$ cat config.mk
export PLATFORM = sky130hd
export DESIGN_NAME = matrix_ctrl
export DESIGN_NICKNAME = d
export VERILOG_FILES = /design/src/rtl/matrix_pkg.sv /design/src/rtl/matrix_rd_stage.sv /design/src/rtl/matrix_ctrl.sv
export SDC_FILE = /design/constraint.sdc
export NUM_CORES = 1
export LEC_CHECK = 0
export ABC_AREA = 1
export BUFFER_PORTS_ARGS = -buffer_cell sky130_fd_sc_hd__clkbuf_2
export CORE_ASPECT_RATIO = 1.2
export CORE_MARGIN = 2
export CORE_UTILIZATION = 42
export DETAILED_ROUTE_END_ITERATION = 8
export GPL_TIMING_DRIVEN = 0
export PLACE_DENSITY = 0.82
export SYNTH_ARGS = -nofsm -noshare
export SYNTH_HDL_FRONTEND = slang
export SYNTH_SLANG_ARGS = --single-unit
$ cat constraint.sdc
create_clock -name CLK -period 1.58 [get_ports CLK]
set_input_delay 0 -clock CLK [delete_from_list [all_inputs] [get_ports CLK]]
set_output_delay 0 -clock CLK [all_outputs]
set_load 0.02 [all_outputs]
$ cat src/rtl/matrix_pkg.sv
// rtl/matrix_pkg.sv - shared types, constants and address helpers for the matrix controller
package matrix_pkg;

  localparam int DATA_W      = 32;
  localparam int ROW_W       = 10;
  localparam int COL_W       = 10;
  localparam int NUM_RAMS    = 16;
  localparam int RAM_ADDR_W  = 16;
  localparam int RAM_SEL_LSB = 6;

  typedef enum logic [1:0] {
    IDLE  = 2'd0,
    WRITE = 2'd1,
    READ  = 2'd2
  } ctrl_state_t;

  // Upper row bits pick one of the distributed RAMs; result is always one-hot.
  function automatic logic [NUM_RAMS-1:0] row_to_sel(input logic [ROW_W-1:0] row);
    logic [NUM_RAMS-1:0] sel;
    sel = '0;
    sel[row[ROW_W-1:RAM_SEL_LSB]] = 1'b1;
    return sel;
  endfunction

endpackage

$ cat src/rtl/matrix_rd_stage.sv
// rtl/matrix_rd_stage.sv - read output register with valid/ready capture logic
module matrix_rd_stage
  import matrix_pkg::*;
(
  input  logic              clk_i,
  input  logic              rst_ni,
  input  logic              capture_i,
  input  logic [DATA_W-1:0] dout_i,
  input  logic              rd_ready_i,
  output logic              can_capture_o,
  output logic              rd_valid_o,
  output logic [DATA_W-1:0] rd_data_o
);

  logic              rd_valid_q;
  logic [DATA_W-1:0] rd_data_q;

  // The register may be refilled when empty or when its current element leaves this cycle.
  assign can_capture_o = !rd_valid_q || rd_ready_i;

  // Load a new element on capture; otherwise drain once the consumer takes it.
  always_ff @(posedge clk_i or negedge rst_ni) begin
    if (!rst_ni) begin
      rd_valid_q <= 1'b0;
      rd_data_q  <= '0;
    end else if (capture_i) begin
      rd_valid_q <= 1'b1;
      rd_data_q  <= dout_i;
    end else if (rd_ready_i) begin
      rd_valid_q <= 1'b0;
    end
  end

  assign rd_valid_o = rd_valid_q;
  assign rd_data_o  = rd_data_q;

endmodule

$ cat src/rtl/matrix_ctrl.sv
// rtl/matrix_ctrl.sv - row-burst read/write initiator for the banked matrix datapath
module matrix_ctrl
  import matrix_pkg::*;
(
  input  logic                  CLK,
  input  logic                  RST_L,
  input  logic                  cmd_valid,
  output logic                  cmd_ready,
  input  logic                  cmd_write,
  input  logic [ROW_W-1:0]      cmd_row,
  input  logic [COL_W-1:0]      cmd_col,
  input  logic [COL_W-1:0]      cmd_len,
  input  logic                  wr_valid,
  output logic                  wr_ready,
  input  logic [DATA_W-1:0]     wr_data,
  output logic                  rd_valid,
  input  logic                  rd_ready,
  output logic [DATA_W-1:0]     rd_data,
  output logic                  done,
  output logic [NUM_RAMS-1:0]   ram_sel,
  output logic [RAM_ADDR_W-1:0] a,
  output logic [DATA_W-1:0]     din,
  output logic [NUM_RAMS-1:0]   we,
  input  logic [DATA_W-1:0]     dout
);

  ctrl_state_t                state_q;
  logic [RAM_SEL_LSB-1:0]     row_lo_q;
  logic [COL_W-1:0]           col_q;
  logic [COL_W-1:0]           rem_q;
  logic [NUM_RAMS-1:0]        ram_sel_q;
  logic [RAM_ADDR_W-1:0]      a_q;
  logic                       cmd_ready_q;
  logic                       wr_ready_q;
  logic                       done_q;
  logic                       rd_go_q;

  logic                       wr_fire;
  logic                       rd_capture;
  logic                       rd_can_capture;
  logic [COL_W-1:0]           col_d;

  // Column arithmetic wraps at 1024 so a burst stays within its row.
  assign col_d      = col_q + COL_W'(1);
  assign wr_fire    = (state_q == WRITE) && wr_valid;
  // rd_go_q holds off the first capture one cycle so dout settles after the address loads.
  assign rd_capture = (state_q == READ) && rd_go_q && rd_can_capture;

  // Burst sequencer: command decode, address generation, beat counting and done pulse.
  always_ff @(posedge CLK or negedge RST_L) begin
    if (!RST_L) begin
      state_q     <= IDLE;
      row_lo_q    <= '0;
      col_q       <= '0;
      rem_q       <= '0;
      ram_sel_q   <= NUM_RAMS'(1);
      a_q         <= '0;
      cmd_ready_q <= 1'b1;
      wr_ready_q  <= 1'b0;
      done_q      <= 1'b0;
      rd_go_q     <= 1'b0;
    end else begin
      done_q <= 1'b0;
      unique case (state_q)
        IDLE: begin
          if (cmd_valid) begin
            row_lo_q    <= cmd_row[RAM_SEL_LSB-1:0];
            col_q       <= cmd_col;
            rem_q       <= cmd_len;
            ram_sel_q   <= row_to_sel(cmd_row);
            a_q         <= {cmd_row[RAM_SEL_LSB-1:0], cmd_col};
            cmd_ready_q <= 1'b0;
            rd_go_q     <= 1'b0;
            if (cmd_write) begin
              state_q    <= WRITE;
              wr_ready_q <= 1'b1;
            end else begin
              state_q    <= READ;
            end
          end
        end
        WRITE: begin
          if (wr_fire) begin
            col_q <= col_d;
            a_q   <= {row_lo_q, col_d};
            if (rem_q == '0) begin
              state_q     <= IDLE;
              wr_ready_q  <= 1'b0;
              cmd_ready_q <= 1'b1;
              done_q      <= 1'b1;
            end else begin
              rem_q <= rem_q - COL_W'(1);
            end
          end
        end
        READ: begin
          rd_go_q <= 1'b1;
          if (rd_capture) begin
            col_q <= col_d;
            a_q   <= {row_lo_q, col_d};
            if (rem_q == '0) begin
              state_q     <= IDLE;
              cmd_ready_q <= 1'b1;
              rd_go_q     <= 1'b0;
              done_q      <= 1'b1;
            end else begin
              rem_q <= rem_q - COL_W'(1);
            end
          end
        end
        default: begin
          state_q     <= IDLE;
          cmd_ready_q <= 1'b1;
          wr_ready_q  <= 1'b0;
        end
      endcase
    end
  end

  matrix_rd_stage u_rd_stage (
    .clk_i         (CLK),
    .rst_ni        (RST_L),
    .capture_i     (rd_capture),
    .dout_i        (dout),
    .rd_ready_i    (rd_ready),
    .can_capture_o (rd_can_capture),
    .rd_valid_o    (rd_valid),
    .rd_data_o     (rd_data)
  );

  assign cmd_ready = cmd_ready_q;
  assign wr_ready  = wr_ready_q;
  assign done      = done_q;
  assign ram_sel   = ram_sel_q;
  assign a         = a_q;
  assign din       = wr_data;
  assign we        = wr_fire ? ram_sel_q : '0;

endmodule

Yosys cells after proc, flatten, opt, wreduce, memory -nomap -nowiden

Cells that the tools add are included.
Widths: inputs -> output; s select.

$add $sub $neg: 2
Order comparisons: 2
Equal/unequal tests: 7
Muxes and demuxes: 41
Bitwise logic cells: 1
Reductions and logical operators: 16

Operators by type and width:

| cell                  | count |
|---|---|
| $mux 10               | 7 |
| $mux 16               | 4 |
| $pmux 10 s3           | 2 |
| $pmux 16 s3           | 1 |
| $mux 1                | 16 |
| $add 10x1->10 const B | 1 |
| $logic_not 10->1      | 1 |
| $mux 2                | 5 |
| $sub 10x1->10 const B | 1 |
| $ne 2x2->1 const B    | 4 |
| $pmux 1 s3            | 2 |
| $pmux 2 s3            | 1 |
| $lt 4x5->1 const B    | 1 |
| $reduce_and 5->1      | 1 |
| $demux 1 s4           | 1 |
| $ge 4x1->1 const B    | 1 |
| $logic_and 1x1->1     | 4 |
| $pmux 1 s2            | 2 |
| $reduce_and 2->1      | 2 |
| $reduce_and 4->1      | 1 |
| $reduce_bool 2->1     | 2 |
| $reduce_and 3->1      | 1 |
| $reduce_bool 3->1     | 1 |
| $eq 2x1->1 const B    | 1 |
| other kinds (6)       | 6 |

Flip-flop bits (word level): 97
Bits of input ports: 100
Output and inout port bits: 116
Logic and storage cells: 81

Longest topological paths before layout

Depth in word-level cells: 5
Gate-level depth with buffers: 11
Mapped depth without buffers: 10

Modules after synthesis

From an unflattened synthesis, not the netlist that was laid out.

Cell total of the unflattened synthesis: 571
Area total of the unflattened synthesis: 4538.1 µm²

Modules (own cells, without submodules):

| module          | times used | cells each | area an instance (µm²) |
|---|---|---|---|
| matrix_ctrl     | 1          | 431        | 3211.8 |
| matrix_rd_stage | 1          | 140        | 1326.3 |

Least setup slack after synthesis

No wires, ideal clock.

Kind: register -> register
From: register state_q[0]
To: register rem_q[0]
Data arrival time: 1.581 ns
Path slack: -0.129 ns
Cell stages (with the launch flop): 11
Path buffers: 1
Clock period less this slack: 1.709 ns
Cells stage by stage: dfrtp_1 inv_1 ha_1 nand2_1 inv_2 nand2_4 a21oi_4 inv_2 nor2_4 buf_6 o21ai_0

Cells in the longest elaborated chain, start to end: 5

Ends and longest elaborated chain:

| what                              | line                                 | RTL |
|---|---|---|
| from (decl)                       | matrix_ctrl.sv:27                    | `ctrl_state_t state_q;` |
| from (signal assigned)            | matrix_ctrl.sv:52                    | `state_q <= IDLE;` |
| from (signal assigned)            | matrix_ctrl.sv:75                    | `state_q <= WRITE;` |
| from (signal assigned)            | matrix_ctrl.sv:78                    | `state_q <= READ;` |
| $eq 2x2->1                        | matrix_ctrl.sv:47, matrix_ctrl.sv:64 |  |
| $logic_and 1x1->1 (2 in a row)    | matrix_ctrl.sv:47                    | `assign rd_capture = (state_q == READ) && rd_go_q && rd_can_capture;` |
| $ne 2x2->1 (no source line)       | n/a                                  |  |
| $reduce_and 4->1 (no source line) | n/a                                  |  |
| to (signal assigned)              | matrix_ctrl.sv:69                    | `rem_q <= cmd_len;` |
| to (signal assigned)              | matrix_ctrl.sv:92                    | `rem_q <= rem_q - COL_W'(1);` |
| to (signal assigned)              | matrix_ctrl.sv:107                   | `rem_q <= rem_q - COL_W'(1);` |
| to (decl)                         | matrix_ctrl.sv:30                    | `logic [COL_W-1:0] rem_q;` |

Parallel ways exist; a longest one is shown, timed or not.
A chain may end at the register's enable or synchronous reset.

Worst setup path after layout

Ends and elaborated chain as after synthesis.

==> reports/metrics.cfg <==
[final_layout]
postLayoutCellArea_mm2 = 0.00703
layout_common_cells = nand2_1, clkbuf_2, dfrtp_1
synthToLayoutAreaGrowth_pct = 58.7
drive_gt1_share_pct = 36.3
num_antenna_cells = 0
layout_commonest_cell = nand2_1
final_nets = 966

[cts]
cts_sinks = 87
cts_buffer_depth = 2
cts.clk_slew.worst_paths_ns = 0.07
cts_tree = yes
worstSkewPairLatency_ns = 0.34
cts_buffers = 9
htreeDepth = 3
cts_root_buf = clkbuf_16

[worst_setup_path]
worstPathRequired_ns = 1.81
critPathKind = reg -> reg
path_max_fanout = 10
arrival_ns = 1.89
cp-start-kind = register
endpoint_kind = register

[synth]
synth.avg_cell_area_um2 = 7.64
ys_seq_area_share_pct = 49.2
synth_top_area_cell = dfrtp_1
ys_types = 29
synth-seq-cells = 87
netlist_area_mm2 = 0.00443
syn_inst = 580
synth_top_area_share_pct = 48.0
ys.warnings.count = 0
synth_area_leaders = dfrtp_1, nand2_1, buf_4
syn-num-nets = 686

[route]
ant_nets = 0
route.detailed.drc = 0
routedWlPerCell_um = 13.2
vias = 4708
routed_wl_mm = 13.1
initialDrtViolationCount = 240
dr.pass1.iters = 4
via_per_inst = 4.74

[timing]
finalSetupViolations = 37
clock_skew_ns = 0.00777
layout_setup_ws_ns = -0.0873
rsz0062_at_grt = true
tns_ns = -2.15
fin_crit_sh_pct = 106
hold_viol = 0
worst_pin_slew_ns = 0.610
relSlewSlack_pct = 59.3
maxSlewViolCount = 0
period_minus_slack_ns = 1.67
whs_ns = 0.0317
fmax_mhz = 600

[power]
cellLeakagePower_nw = 3.82
peakVddDrop_uv = 975
powerDensity_mw_per_mm2 = 2020

[global_routing]
grt_usage_pct = 22.3
grt_max_degree = 46
grt_pass1_vias = 4520
grt_pass1_wl_mm = 20.5
grt_overflow_total = 0
antenna_found_initial = 0

[die]
core_mm2 = 0.0104
dieHeight_um = 117
die-area_mm2 = 0.0114
initial_core_util_pct = 42.6
io_pins = 216
die_w_um = 97.8
num_rows = 41

[placement]
dpl.hpwl_mm = 8.24
port_buffers = 183
placed_area_mm2 = 0.00557
gp_congestion = 0.832

[worst_hold_path]
hold_class = in -> reg

[status]
status = finished with violations
violations = setup timing

[job]
cap_viol_max_count = 0

==> synth_stat cells, drive strengths merged <==
library cell  instances
nand3                21
ha                    6
nand3b                1
buf                  36
inv                  53
o32ai                 2
o22ai                14
xor2                  1
or2                   3
nor3                  2
o21ai                29
dfrtp                85
a21oi                 6
nand2               242
nand4                 1
dfstp                 2
o211ai                8
nor2                 52
clkbuf               15
clkinv                1
==> logic make-up (layout without fill, tap and decap cells) <==
| family | after synthesis | in the layout | share of synthesized area [%] |
|---|---|---|---|
| compound gates | 59 | 59 | 8.10 |
| xor+xnor | 1 | 1 | 0.198 |
| flops | 87 | 87 | 49.2 |
| buf+inv | 105 | 390 | 12.0 |
| fa+ha+maj | 6 | 6 | 1.69 |
| simple gates | 322 | 322 | 28.8 |
==> metrics by stage <==
stage	setup WS (ns)	utilization (%)	cells	power [mW]
2_1_floorplan	0.000303	-	580	8.41
3_3_place_gp	-0.509	53.2	892	10.2
3_5_place_dp	-0.403	53.5	893	10.3
4_1_cts	-0.0817	65.0	983	13.5
5_1_grt	-0.187	67.5	994	15.3
6_report	-0.0873	67.5	994	14.2
==> state kept, by name (all words and copies together), names as in the netlist, 2 cells and up <==
| name | count |
|---|---|
| state_q | 2 |
| col_q | 9 |
| u_rd_stage.rd_data_o | 32 |
| row_lo_q | 6 |
| rem_q | 10 |
| ram_sel | 16 |
| a | 7 |
==> critical path, cell delays in order (launching register included) <==
cell	delay, ns
dfrtp_1	0.42
buf_4	0.16
ha_4	0.18
nand2_2	0.07
nand2_2	0.07
a21oi_4	0.22
inv_2	0.09
nor2_4	0.12
buf_6	0.15
o21ai_0	0.08
==> path summary, 6_finish.rpt <==
kind                                                  to  slack (ns)                     start  cells past startpoint
worst max-delay path                            rem_q[0]       -0.09                state_q[0]                      9
worst min-delay path                                a[9]        0.03                cmd_col[9]                      5
worst max register to register                  rem_q[0]       -0.09                state_q[0]                      9
worst min register to register  u_rd_stage.rd_data_o[19]        0.48  u_rd_stage.rd_data_o[19]                      2
max in group asynchronous                      cmd_ready        0.67                     RST_L                      3
min in group asynchronous                       rem_q[6]        0.22                     RST_L                      2
==> cell type report <==
type	instances	area, µm²
fillers	805	3380
well taps	129	161
inverters	54	208
plain buffers	50	417
clock inverters	7	121
clock buffers	9	225
flip-flops and latches	87	2180
repair buffers	270	1840
multi-input cells	388	1880
==> where the power goes <==
part	internal [mW]	leakage, nW	total [mW]	switching, mW
logic	3.10	2.57	7.73	4.62
registers	3.25	1.09	3.99	0.734
clock network	1.55	0.158	2.46	0.915
==> layer usage <==
| metal | routed length (µm) | global-route usage [%] | vias to the layer above |
|---|---|---|---|
| met5 | 0 | 0 | - |
| met4 | 384 | 9.63 | 0 |
| met1 | 5160 | 26.0 | 2174 |
| met2 | 6800 | 39.8 | 168 |
| met3 | 739 | 5.09 | 35 |
| li1 | - | - | 2331 |
==> timing repair <==
action,CTS,global route
endpoints found under the setup margin,99,83
hold buffers,65,0
cloned,1,1
resized for setup,44,71
buffers inserted,9,10
endpoints found under the hold margin,110,0
pin swaps,5,10
No activity file was read; power rests on OpenSTA's default activity.
